### src/rtl/unified_mem_arbiter.sv
// unified_mem_arbiter
//   Shares one single-port unified instruction/data bus between the
//   instruction-fetch path and the MEM-stage load/store path. Only one bus
//   transaction is outstanding at a time. MEM wins over IF because it belongs
//   to the older instruction. Per-requester stall requests are combinational
//   functions of the pending conditions. They do not depend on stall_i.
//
//   Optional feature macro: UNIFIED_MEM_ARB_TIMEOUT_EN
//     defined   : a BUSY state gives up after MAX_WAIT cycles without ack.
//                 The returned data is 0 and bus_err_o is set sticky.
//     undefined : a BUSY state waits for ack forever. bus_err_o is tied 0.
//
// Ports
//   clk, rst               clock (rising edge), asynchronous active-low reset
//   stall_i[5:0]           pipeline stall vector, bit 4 = MEM stage held
//   flush_i                pipeline flush, drops any in-flight IF result
//   if_ce_i, if_addr_i     fetch request
//   if_inst_o              last fetched instruction
//   if_stallreq_o          fetch not yet satisfied (combinational)
//   mem_ce_i/we_i/sel_i/addr_i/data_i   MEM-stage access request
//   mem_data_o             last load data
//   mem_stallreq_o         data access not yet complete (combinational)
//   bus_req_o/we_o/sel_o/addr_o/wdata_o registered bus request
//   bus_rdata_i, bus_ack_i bus response
//   bus_err_o              sticky timeout flag
module unified_mem_arbiter #(
  parameter int unsigned ADDR_W = 32,
  parameter int unsigned DATA_W = 32
`ifdef UNIFIED_MEM_ARB_TIMEOUT_EN
  ,
  parameter int unsigned MAX_WAIT = 15
`endif
) (
  input  logic              clk,
  input  logic              rst,
  input  logic [5:0]        stall_i,
  input  logic              flush_i,
  input  logic              if_ce_i,
  input  logic [ADDR_W-1:0] if_addr_i,
  output logic [DATA_W-1:0] if_inst_o,
  output logic              if_stallreq_o,
  input  logic              mem_ce_i,
  input  logic              mem_we_i,
  input  logic [3:0]        mem_sel_i,
  input  logic [ADDR_W-1:0] mem_addr_i,
  input  logic [DATA_W-1:0] mem_data_i,
  output logic [DATA_W-1:0] mem_data_o,
  output logic              mem_stallreq_o,
  output logic              bus_req_o,
  output logic              bus_we_o,
  output logic [3:0]        bus_sel_o,
  output logic [ADDR_W-1:0] bus_addr_o,
  output logic [DATA_W-1:0] bus_wdata_o,
  input  logic [DATA_W-1:0] bus_rdata_i,
  input  logic              bus_ack_i,
  output logic              bus_err_o
);

  localparam int unsigned SEL_W         = 4;
  localparam int unsigned MEM_STAGE_BIT = 4;

  typedef enum logic [1:0] {
    S_IDLE     = 2'd0,
    S_IF_BUSY  = 2'd1,
    S_MEM_BUSY = 2'd2
  } state_t;

  state_t state_q, state_d;

  logic              bus_req_d;
  logic              bus_we_d;
  logic [SEL_W-1:0]  bus_sel_d;
  logic [ADDR_W-1:0] bus_addr_d;
  logic [DATA_W-1:0] bus_wdata_d;
  logic [DATA_W-1:0] if_inst_d;
  logic [DATA_W-1:0] mem_data_d;
  logic [ADDR_W-1:0] if_addr_q, if_addr_d;
  logic              if_valid_q, if_valid_d;
  logic              mem_done_q, mem_done_d;
  logic              flush_seen_q, flush_seen_d;

  logic              if_pend;
  logic              mem_pend;
  logic              txn_timeout;
  logic              txn_end;

  // Only the MEM-stage hold bit matters here
  logic unused_stall;
  assign unused_stall = ^{stall_i[5], stall_i[3:0]};

  // Pending conditions drive the stall requests directly
  assign if_pend        = if_ce_i & ~(if_valid_q & (if_addr_q == if_addr_i));
  assign mem_pend       = mem_ce_i & ~mem_done_q;
  assign if_stallreq_o  = if_pend;
  assign mem_stallreq_o = mem_pend;

  assign txn_end = bus_ack_i | txn_timeout;

`ifdef UNIFIED_MEM_ARB_TIMEOUT_EN
  // Counter only needs to reach MAX_WAIT-1 before the abandon decision
  localparam int unsigned WAIT_W = (MAX_WAIT < 2) ? 1 : $clog2(MAX_WAIT);

  logic [WAIT_W-1:0] wait_cnt_q, wait_cnt_d;

  // Abandon on the MAX_WAIT-th consecutive cycle without ack
  assign txn_timeout = (state_q != S_IDLE) & ~bus_ack_i &
                       (wait_cnt_q == WAIT_W'(MAX_WAIT - 1));

  // Cleared whenever idle, so every BUSY entry starts from zero
  always_comb begin
    wait_cnt_d = wait_cnt_q;
    if ((state_q == S_IDLE) || txn_end) begin
      wait_cnt_d = '0;
    end else begin
      wait_cnt_d = wait_cnt_q + WAIT_W'(1);
    end
  end

  // Wait counter and sticky error flag
  always_ff @(posedge clk or negedge rst) begin
    if (!rst) begin
      wait_cnt_q <= '0;
      bus_err_o  <= 1'b0;
    end else begin
      wait_cnt_q <= wait_cnt_d;
      bus_err_o  <= bus_err_o | txn_timeout;
    end
  end
`else
  assign txn_timeout = 1'b0;
  assign bus_err_o   = 1'b0;
`endif

  // Next-state, bus request and result capture
  always_comb begin
    state_d      = state_q;
    bus_req_d    = bus_req_o;
    bus_we_d     = bus_we_o;
    bus_sel_d    = bus_sel_o;
    bus_addr_d   = bus_addr_o;
    bus_wdata_d  = bus_wdata_o;
    if_inst_d    = if_inst_o;
    if_addr_d    = if_addr_q;
    if_valid_d   = if_valid_q & ~flush_i;
    flush_seen_d = flush_seen_q | flush_i;
    mem_data_d   = mem_data_o;
    // mem_done drops once the MEM-stage instruction advances
    mem_done_d   = mem_done_q & stall_i[MEM_STAGE_BIT];

    unique case (state_q)
      S_IDLE: begin
        flush_seen_d = 1'b0;
        if (mem_pend) begin
          state_d     = S_MEM_BUSY;
          bus_req_d   = 1'b1;
          bus_we_d    = mem_we_i;
          bus_sel_d   = mem_sel_i;
          bus_addr_d  = mem_addr_i;
          bus_wdata_d = mem_data_i;
        end else if (if_pend) begin
          state_d      = S_IF_BUSY;
          bus_req_d    = 1'b1;
          bus_we_d     = 1'b0;
          bus_sel_d    = {SEL_W{1'b1}};
          bus_addr_d   = if_addr_i;
          bus_wdata_d  = '0;
          // A flush in the launch cycle means this address is already stale
          flush_seen_d = flush_i;
        end
      end

      S_IF_BUSY: begin
        if (txn_end) begin
          state_d      = S_IDLE;
          bus_req_d    = 1'b0;
          flush_seen_d = 1'b0;
          if (flush_seen_q || flush_i) begin
            if_valid_d = 1'b0;
          end else begin
            if_inst_d  = txn_timeout ? '0 : bus_rdata_i;
            if_addr_d  = bus_addr_o;
            if_valid_d = 1'b1;
          end
        end
      end

      S_MEM_BUSY: begin
        if (txn_end) begin
          state_d    = S_IDLE;
          bus_req_d  = 1'b0;
          mem_done_d = 1'b1;
          if (!bus_we_o) begin
            mem_data_d = txn_timeout ? '0 : bus_rdata_i;
          end
        end
      end

      default: begin
        state_d   = S_IDLE;
        bus_req_d = 1'b0;
      end
    endcase
  end

  // State and registered outputs
  always_ff @(posedge clk or negedge rst) begin
    if (!rst) begin
      state_q      <= S_IDLE;
      bus_req_o    <= 1'b0;
      bus_we_o     <= 1'b0;
      bus_sel_o    <= '0;
      bus_addr_o   <= '0;
      bus_wdata_o  <= '0;
      if_inst_o    <= '0;
      mem_data_o   <= '0;
      if_addr_q    <= '0;
      if_valid_q   <= 1'b0;
      mem_done_q   <= 1'b0;
      flush_seen_q <= 1'b0;
    end else begin
      state_q      <= state_d;
      bus_req_o    <= bus_req_d;
      bus_we_o     <= bus_we_d;
      bus_sel_o    <= bus_sel_d;
      bus_addr_o   <= bus_addr_d;
      bus_wdata_o  <= bus_wdata_d;
      if_inst_o    <= if_inst_d;
      mem_data_o   <= mem_data_d;
      if_addr_q    <= if_addr_d;
      if_valid_q   <= if_valid_d;
      mem_done_q   <= mem_done_d;
      flush_seen_q <= flush_seen_d;
    end
  end

endmodule
### config.mk
export PLATFORM = sky130hd
export DESIGN_NAME = unified_mem_arbiter
export DESIGN_NICKNAME = d
export VERILOG_FILES = /design/src/rtl/unified_mem_arbiter.sv
export SDC_FILE = /design/constraint.sdc
export NUM_CORES = 1
export LEC_CHECK = 0
export ABC_AREA = 1
export CAP_MARGIN = 40
export CORE_ASPECT_RATIO = 0.9
export CORE_MARGIN = 2
export CORE_UTILIZATION = 35
export DETAILED_ROUTE_END_ITERATION = 10
export DONT_BUFFER_PORTS = 1
export PLACE_DENSITY_LB_ADDON = 0.08
export REMOVE_ABC_BUFFERS = 1
export SYNTH_ARGS = -nofsm -noshare
export SYNTH_HDL_FRONTEND = slang
export SYNTH_SLANG_ARGS = --single-unit
### constraint.sdc
create_clock -name clk -period 2.15 [get_ports clk]
set_input_delay 0.43 -clock clk [delete_from_list [all_inputs] [get_ports clk]]
set_output_delay 0.43 -clock clk [all_outputs]
set_load 0.01 [all_outputs]
## Yosys cells after proc, flatten, opt, wreduce, memory -nomap -nowiden

Cells that the tools add are included.

| operators by class | value |
|---|---|
| add/sub/neg operators | 0 |
| multiply operators | 0 |
| div/mod/pow operators | 0 |
| $lt $le $gt $ge | 0 |
| equality and inequality tests | 5 |
| shift-type cells | 0 |
| mux-type cells | 25 |
| bitwise logic cells | 11 |
| reduce and logical (&&, ||, !) cells | 8 |

Operators by type and width:

| kind | count |
|---|---|
| 32-bit two-way mux | 4 |
| 32-bit equality test | 1 |
| 1-bit two-way mux | 13 |
| 4-bit two-way mux | 2 |
| 2-bit two-way mux | 3 |
| 3-bit AND reduction | 2 |
| 1-bit bitwise AND | 5 |
| 1-bit inverter | 5 |
| 1-bit case mux with 2 select lines | 2 |
| 2-bit case mux with 2 select lines | 1 |
| 2-bit AND reduction | 2 |
| 3-bit inequality test, second input constant | 1 |
| 2-bit by 1-bit equality test with 1-bit output, second input constant | 1 |
| 2-bit equality test, second input constant | 1 |
| 2-bit logical NOT | 1 |
| 2-bit by 1-bit inequality test with 1-bit output, second input constant | 1 |
| 2-bit nonzero test | 1 |
| 2-bit OR reduction | 1 |
| 1-bit logical OR | 1 |
| 1-bit bitwise OR | 1 |

| word-level totals | value |
|---|---|
| register bits after elaboration | 171 |
| latch bits | 0 |
| RAM bits | 0 |
| bits in read-only memories | 0 |
| input port bits | 145 |
| output and inout bits | 137 |
| word-level logic and storage cells | 61 |
| memories kept | 0 |

## Logic depth before layout (Yosys ltp)

Gate-level depths: netlist of the first run.

| depth | value |
|---|---|
| depth in word-level cells | 7 |
| depth in mapped cells | 16 |
| mapped depth without buffers | 14 |

## Worst setup path after synthesis of the first run

Ideal clock, no wire load.

| path | value |
|---|---|
| kind | register to register |
| start point | register state_q[1] |
| end point | register if_valid_q |
| arrival | 1.548 ns |
| data required time | 2.010 ns |
| setup slack | 0.462 ns |
| cell stages (with the launch flop) | 9 |
| cells stage by stage | dfrtp_1 > inv_1 > ha_1 > nand2_1 > inv_1 > nand2_1 > buf_1 > clkbuf_1 > o31ai_1 |

| between the ends | value |
|---|---|
| word-level cells in the longest chain between the ends | 2 |

RTL lines:

| what | line | RTL |
|---|---|---|
| start: declaration | 68 | `state_t state_q, state_d;` |
| start signal: assignment | 221 | `state_q <= state_d;` |
| 2-bit by 1-bit equality test with 1-bit output | 150 | `unique case (state_q)` |
| 1-bit two-way mux | 150 |  |
| net if_valid_d | 78 | `logic if_valid_q, if_valid_d;` |
| end signal: assignment | 230 | `if_valid_q <= if_valid_d;` |
| end: declaration | 78 |  |

The timed path passes the listed nets, and every way through them passes these cells.
A chain may end at the register's enable or synchronous reset.

## Worst setup path after layout of the first run

| path | value |
|---|---|
| start point | register if_addr_q[18] |
| end point | output port if_stallreq_o |

| between the ends | value |
|---|---|
| word-level cells in the longest chain between the ends | 4 |

RTL lines:

| what | line | RTL |
|---|---|---|
| start: declaration | 77 | `logic [ADDR_W-1:0] if_addr_q, if_addr_d;` |
| start signal: assignment | 229 | `if_addr_q <= if_addr_d;` |
| 32-bit equality test | 92 | `assign if_pend = if_ce_i & ~(if_valid_q & (if_addr_q == if_addr_i));` |
| 1-bit bitwise AND | 92 |  |
| 1-bit inverter | 92 |  |
| 1-bit bitwise AND | 92 |  |
| end: declaration | 41 | `output logic if_stallreq_o,` |

Every way passes these cells.

==> results by group, run 1 <==
Final layout
  • Ratio of cells with drive above 1 in the final layout: approximately an eighth
  • Final Instance Area: 0.00834 mm²
  • Area Overhead vs Synth: 13.4%
  • ANT cells: 0
  • Fin nets: between 900 and 1,000

STA
  • Fin. max-slew vios: 0
  • Period utilization: a little over nine tenths
  • Setup Skew: roughly 0.013 ns
  • Slew headroom: roughly 57%
  • Unrepaired setup endpoints after global routing: true
  • Fin. Hold Viols: 171
  • Worst setup margin: about 0.11 ns
  • Endpoints failing setup: 0
  • FMAX: roughly 500 MHz
  • Worst-Margin Slew: around 0.65 ns
  • Minimum clock period: 2.04 ns
  • Setup TNS: 0 ns
  • Worst hold margin: -0.311 ns

Synth
  • Cell area after synthesis: between 0.007 and 0.008 mm²
  • Netlist cell types: 30
  • Number of synthesized flops with an enable pin: 0
  • Top FF cell, synth: dfrtp_1
  • Synth Area in Adders: less than 1%
  • Simple-Gate Fraction of Synth Area: about 18%
  • Main combinational cell family by area after synthesis: simple AND/OR/NAND/NOR gates
  • Fraction of registers with async set/reset: 100%
  • Compound-Gate Fraction of Synth Area: 10.8%
  • Post-Synthesis Cells: ~810
  • Syn_area_per_cell: 9.04 µm²
  • Mux cell area share after synthesis: slightly above 4%
  • YS warnings: 0
  • Synth Area in XOR/XNOR: roughly 1.2%
  • Register area share after synthesis: between 50% and 60%
  • Register bit total from synthesis: between 150 and 200

Critical path
  • Reg2reg start: if_addr_q[18]
  • Worst reg2reg setup slack: 0.23 ns
  • CP Depth: 8
  • Worst setup SP type: flip-flop
  • Cell mode on critical path: nand2_1
  • Worst endpoint data arrival time: ~1.6 ns
  • CP Buf/Inv Count: 1
  • FF-to-FF path depth: 13
  • Required @ worst endpoint: about 1.7 ns
  • WS Path Type: reg -> out
  • CP top delay family: simple AND/OR/NAND/NOR gates
  • CP Capture Point: if_stallreq_o
  • Worst r2r dst: bus_addr_o[25]
  • Slowest-stage cell, CP: dfrtp_1
  • Max incr delay on CP: 0.41 ns
  • Crit. Startpoint: if_addr_q[18]
  • Critical Path End Type: output pin
  • Crit Path Max Fanout: 2
  • CP cell instances: xnor2_2, nand3_1, nor2_1, nand2_1, nor2_2, nand2_1, nand2_2, inv_2

Power
  • Sequential power share: around 50%
  • Leak pwr: 0.00426 µW
  • PD cells: approximately 1500 mW/mm²
  • VDD IR max: 527 µV
  • Sw frac: 39.3%
  • P_sw: 4990 µW
  • Logic pwr share: around a quarter
  • Internal power: between 7000 and 8000 µW
  • Final Power: around 13,000 µW
  • Clk pwr share: between 20% and 30%

Place
  • Pre-CTS setup slack: between 0.05 and 0.06 ns
  • RD Place Congestion: about 0.76
  • Placed Instance Area: 0.00766 mm²
  • IO Port Bufs: 0
  • HPWL Detailed: around 13 mm

Global route
  • Overflow after GRT: 0
  • All-Layer GR Usage: approximately 17%
  • Antenna violations before repair: 0
  • Global-route wire length before repair: around 29 mm
  • Largest net degree at the start of global routing: between 150 and 200
  • Vias in the first global route: 5,342

Die
  • Core Area: just over 0.02 mm²
  • IO Pins: roughly 280
  • Die Height: about 140 µm
  • Cell Rows: 50
  • Initial Util: about 36%
  • Die width: about 160 µm
  • Die area: between 0.02 and 0.025 mm²

Min path
  • Hold WC Path Type: in -> async

Clock tree
  • Clock latency at the later pin of the worst-skew pair: about 0.43 ns
  • Root Buffer: clkbuf_16
  • CTS Buffer Depth: 2
  • TritonCTS Buffers: 17
  • CTS clock-pin slew for the worst setup and hold paths: roughly 0.080 ns
  • TritonCTS clock tree: yes
  • H-tree Lvls: 4
  • Clock sinks: ~170

Route
  • First-iteration detailed-routing DRC count: between 300 and 400
  • Post-Route WL: 18.2 mm
  • Residual DRC: 0
  • DR pass1 iterations: 4
  • Average wire per standard cell: between 15 and 20 µm
  • Post-route ant nets: 0
  • Vias/cell: ~4.7
  • DR vias: 5,247

Flow run
  • Maxcap violations: 0

Outcome
  • Outcome: finished, violations left
  • Violated checks: hold timing
## state kept, by name (all words and copies together), names as in the netlist
signal        flops
bus_req_o         1
mem_done_q        1
flush_seen_q      1
bus_wdata_o      32
state_q           2
mem_data_o       32
bus_addr_o       32
if_valid_q        1
if_inst_o        32
bus_we_o          1
bus_sel_o         4
if_addr_q        32
## through the flow
stage,instances,utilization (%)
floorplan,774,-
CTS,1105,40.0
global placement,1072,37.0
finish,1106,40.3
detailed placement,1072,37.0
global route,1106,40.3
## cells in the final DEF, fill, tap and decap left out, drive strengths merged
master and n:
dfrtp 171, ha 3, a21oi 22, o31ai 1
inv 92, nand2 279, a22o 1, o22ai 1
xnor2 9, nand3 8, clkbuf 18, xor2 1
clkinv 3, mux2i 14, o21ai 115, bufinv 1
or2 4, o32ai 1, mux2 14, nor2 40
nand4 6, buf 13, clkinvlp 2, conb 1
## per-layer routing
layer / global-route usage (%) / part of all wire, % / up-vias
met1: 20.4 / 41 / 2493
met3: 7.64 / 11 / 20
met5: 0 / 0 / -
li1: - / - / 2526
met4: 5.60 / 1.9 / 0
met2: 25.6 / 46 / 208
## power by group through the flow
stage                     combinational [µW]  clock [µW]  sequential [µW]
after global routing                    3750        3380             6590
after floorplan                         2370           0             6010
after detailed placement                3150           0             6440
final                                   3200        3130             6370
after CTS                               3150        3230             6410
after global placement                  2990           0             6420
## synth_stat cells, types with 2 or more instances
| master | number | area, µm² |
|---|---|---|
| nand2_1 | 276 | 1040 |
| dfrtp_1 | 171 | 4280 |
| o21ai_0 | 84 | 420 |
| inv_1 | 83 | 312 |
| nor2_1 | 40 | 150 |
| clkbuf_1 | 24 | 90.1 |
| a21oi_1 | 22 | 110 |
| o21ai_2 | 21 | 184 |
| mux2_2 | 14 | 158 |
| mux2i_1 | 14 | 140 |
| o21ai_1 | 10 | 50.1 |
| buf_6 | 9 | 101 |
| xnor2_1 | 9 | 78.8 |
| nand3_1 | 8 | 40.0 |
| nand4_1 | 6 | 37.5 |
| ha_1 | 3 | 37.5 |
| nand2_2 | 3 | 18.8 |
| or2_0 | 3 | 18.8 |
| buf_2 | 2 | 10.0 |
## how the worst min path moves through the flow
stage          from              to  slack (ns)  depth (start not counted)
6_report        rst  bus_addr_o[18]       -0.31                          0
5_1_grt         rst  bus_addr_o[18]       -0.34                          0
4_1_cts         rst  bus_addr_o[18]       -0.33                          0
3_5_place_dp    rst  bus_addr_o[18]        0.14                          0
3_3_place_gp    rst  bus_addr_o[18]        0.14                          0
2_1_floorplan   rst   bus_addr_o[0]        0.13                          0
## cells by family (layout without fill, tap and decap cells)
| logic type | Yosys count | in the layout |
|---|---|---|
| other | 1 | 1 |
| multiplexers | 28 | 28 |
| adder cells (fa/ha/maj) | 3 | 3 |
| flip-flops | 171 | 171 |
| AND/OR/NAND/NOR | 337 | 337 |
| AO/OA/AOI/OAI | 141 | 141 |
| buffers and inverters | 122 | 129 |
| XOR/XNOR | 10 | 10 |
## final cells by class
type                       instances  area [µm²]
sequential                       171        4280
multi-input combinational        520        2590
inverter                          83         312
timing repair buffer              14         205
fill                            2038       12400
clock buffer                      17         425
tap                              286         358
clock inverter                    15         174
## what timing repair did
| action | 4_1_cts | 5_1_grt |
|---|---|---|
| gates resized for setup | 3 | 11 |
| gates cloned | 0 | 1 |
| setup buffers | 1 | 0 |
| hold endpoints to repair | 171 | 171 |
| setup endpoints to repair | 1 | 61 |
| pin swaps | 2 | 8 |
(Power assumes the default switching activity.)
==> run 2: changes to the inputs <==
Settings changed: CELL_PAD_IN_SITES_DETAIL_PLACEMENT from default to 1, CELL_PAD_IN_SITES_GLOBAL_PLACEMENT from default to 2.
==> run 2 against run 1 <==
The run still ends with hold timing left. Sequential power increased by 0.8%. Wire length rose by 9.3%. Die area unchanged. Final area shrank 0.11%. First-iteration DRC count is 47% lower. Maximum frequency about the same. Critical path type unchanged. Largest cell class unchanged.
==> results by group, run 2 (synthesis results as in run 1) <==
Route
  • Residual DRC: 0
  • Post-Route WL: around 20 mm
  • Average wire per standard cell: approximately 18 µm
  • DR vias: 5,345
  • Vias/cell: between 4 and 5
  • First-iteration detailed-routing DRC count: roughly 160
  • DR pass1 iterations: 5
  • Post-route ant nets: 0

Place
  • HPWL Detailed: about 14 mm
  • Pre-CTS setup slack: roughly 0.16 ns
  • IO Port Bufs: 0
  • RD Place Congestion: around 0.79
  • Placed Instance Area: around 0.0077 mm²

Clock tree
  • CTS clock-pin slew for the worst setup and hold paths: ~0.07 ns
  • Clock latency at the later pin of the worst-skew pair: around 0.43 ns
  • H-tree Lvls: 4
  • TritonCTS Buffers: 17
  • Clock sinks: approximately 170
  • CTS Buffer Depth: 2
  • TritonCTS clock tree: yes
  • Root Buffer: clkbuf_16

STA
  • Slew headroom: 62.9%
  • Endpoints failing setup: 0
  • Fin. max-slew vios: 0
  • Minimum clock period: approximately 2 ns
  • Unrepaired setup endpoints after global routing: true
  • Worst-Margin Slew: 0.556 ns
  • Worst hold margin: -0.302 ns
  • Setup Skew: 0.0171 ns
  • Fin. Hold Viols: ~170
  • Worst setup margin: approximately 0.11 ns
  • Period utilization: 95.0%
  • FMAX: between 400 and 500 MHz

Power
  • Leak pwr: 0.00426 µW
  • PD cells: 1540 mW/mm²
  • VDD IR max: 438 µV

Critical path
  • FF-to-FF path depth: 15
  • Cell mode on critical path: nand2_1
  • Max incr delay on CP: slightly below 0.4 ns
  • Worst setup SP type: flip-flop
  • Critical Path End Type: output pin
  • CP cell instances: nand2_1, nand2_1, nor2_1, nand2_1, nor2_2, nand2_1, nor2_1, nand2_1, nand2_2, inv_4
  • Crit Path Max Fanout: 2
  • Required @ worst endpoint: between 1.5 and 2 ns
  • Worst endpoint data arrival time: 1.61 ns
  • WS Path Type: reg -> out
  • CP Buf/Inv Count: 1
  • CP Depth: 10
  • CP top delay family: simple AND/OR/NAND/NOR gates
  • Slowest-stage cell, CP: dfrtp_1

Die
  • Die area: 0.0222 mm²
  • Cell Rows: 50
  • IO Pins: ~280
  • Initial Util: 35.5%
  • Die Height: 142 µm
  • Core Area: 0.0207 mm²
  • Die width: between 150 and 200 µm

Final layout
  • Area Overhead vs Synth: 13.3%
  • Fillers: roughly 2,400
  • Fin util: between 40% and 50%
  • Fin nets: between 900 and 1,000
  • Ratio of cells with drive above 1 in the final layout: around 12%
  • Commonest non-fill, non-tap cell in the layout: nand2_1
  • Commonest cells after routing, fill and taps aside: 266 x nand2_1, 171 x dfrtp_1, 84 x o21ai_0, 79 x inv_1, 38 x nor2_1
  • Final Instance Area: 0.00833 mm²

Outcome
  • Violated checks: hold timing
  • Outcome: finished, violations left

Global route
  • Overflow after GRT: 0
  • Largest net degree at the start of global routing: between 150 and 200
  • Antenna violations before repair: 1
  • All-Layer GR Usage: between 15 and 20%
  • Vias in the first global route: roughly 6,000
  • Global-route wire length before repair: a little over 30 mm

Min path
  • Hold WC Path Type: in -> async

Flow run
  • Maxcap violations: 0
## run 2: layout make-up
class | instances | area (µm²) | area share [%]
Clock buffer | 18 | 429 | 5.15
Timing Repair Buffer | 14 | 198 | 2.37
Sequential cell | 171 | 4280 | 51.4
Inverter | 83 | 314 | 3.77
Multi-Input combinational cell | 520 | 2580 | 31.0
Tap cell | 286 | 358 | 4.29
Antenna cell | 1 | 2.50 | 0.0300
Clock inverter | 14 | 171 | 2.06
## run 2: through the flow
step,instances,TNS [ns],power [µW]
CTS,1105,0,12900
floorplan,774,-100.67,8370
global route,1107,-0.428,13800
global placement,1072,0,9440
finish,1107,0,12800
detailed placement,1072,0,9690
## run 2: metal layers
| layer | wire (µm) | global-route usage [%] | vias to the layer above |
|---|---|---|---|
| met4 | 452 | 7.15 | 0 |
| met5 | 0 | 0 | - |
| li1 | - | - | 2532 |
| met2 | 9710 | 30.1 | 167 |
| met3 | 1940 | 8.19 | 24 |
| met1 | 7750 | 20.3 | 2622 |
## run 2: report_power, final
part / switching [µW] / internal (µW) / leakage (µW)
combinational: 1890 / 1360 / 0.00185
clock: 1460 / 1670 / 0.000294
sequential: 1750 / 4670 / 0.00211
## run 2: worst register-to-register path, delay by kind of cell (launching register included)
| kind | cells | cell delay, ns |
|---|---|---|
| compound gates | 1 | 0.06 |
| simple gates | 12 | 1.08 |
| buf+inv | 2 | 0.36 |
| flops | 1 | 0.39 |
## run 2: final timing paths
check / start / end / slack (ns)
min reg2reg: mem_done_q / mem_done_q / 0.51
min in group clk: flush_i / if_valid_q / 0.11
max in group asynchronous: rst / mem_data_o[11] / 2.09
max reg2reg: if_addr_q[27] / bus_addr_o[19] / 0.17
max: if_addr_q[27] / if_stallreq_o / 0.11
min: rst / if_addr_q[13] / -0.30
## run 2: what timing repair did
item | in CTS | in global routing
pin swaps | 1 | 11
endpoints found under the setup margin | 1 | 3
gates cloned | 0 | 1
hold endpoints to repair | 171 | 171
gates resized for setup | 1 | 14
setup buffers | 1 | 0
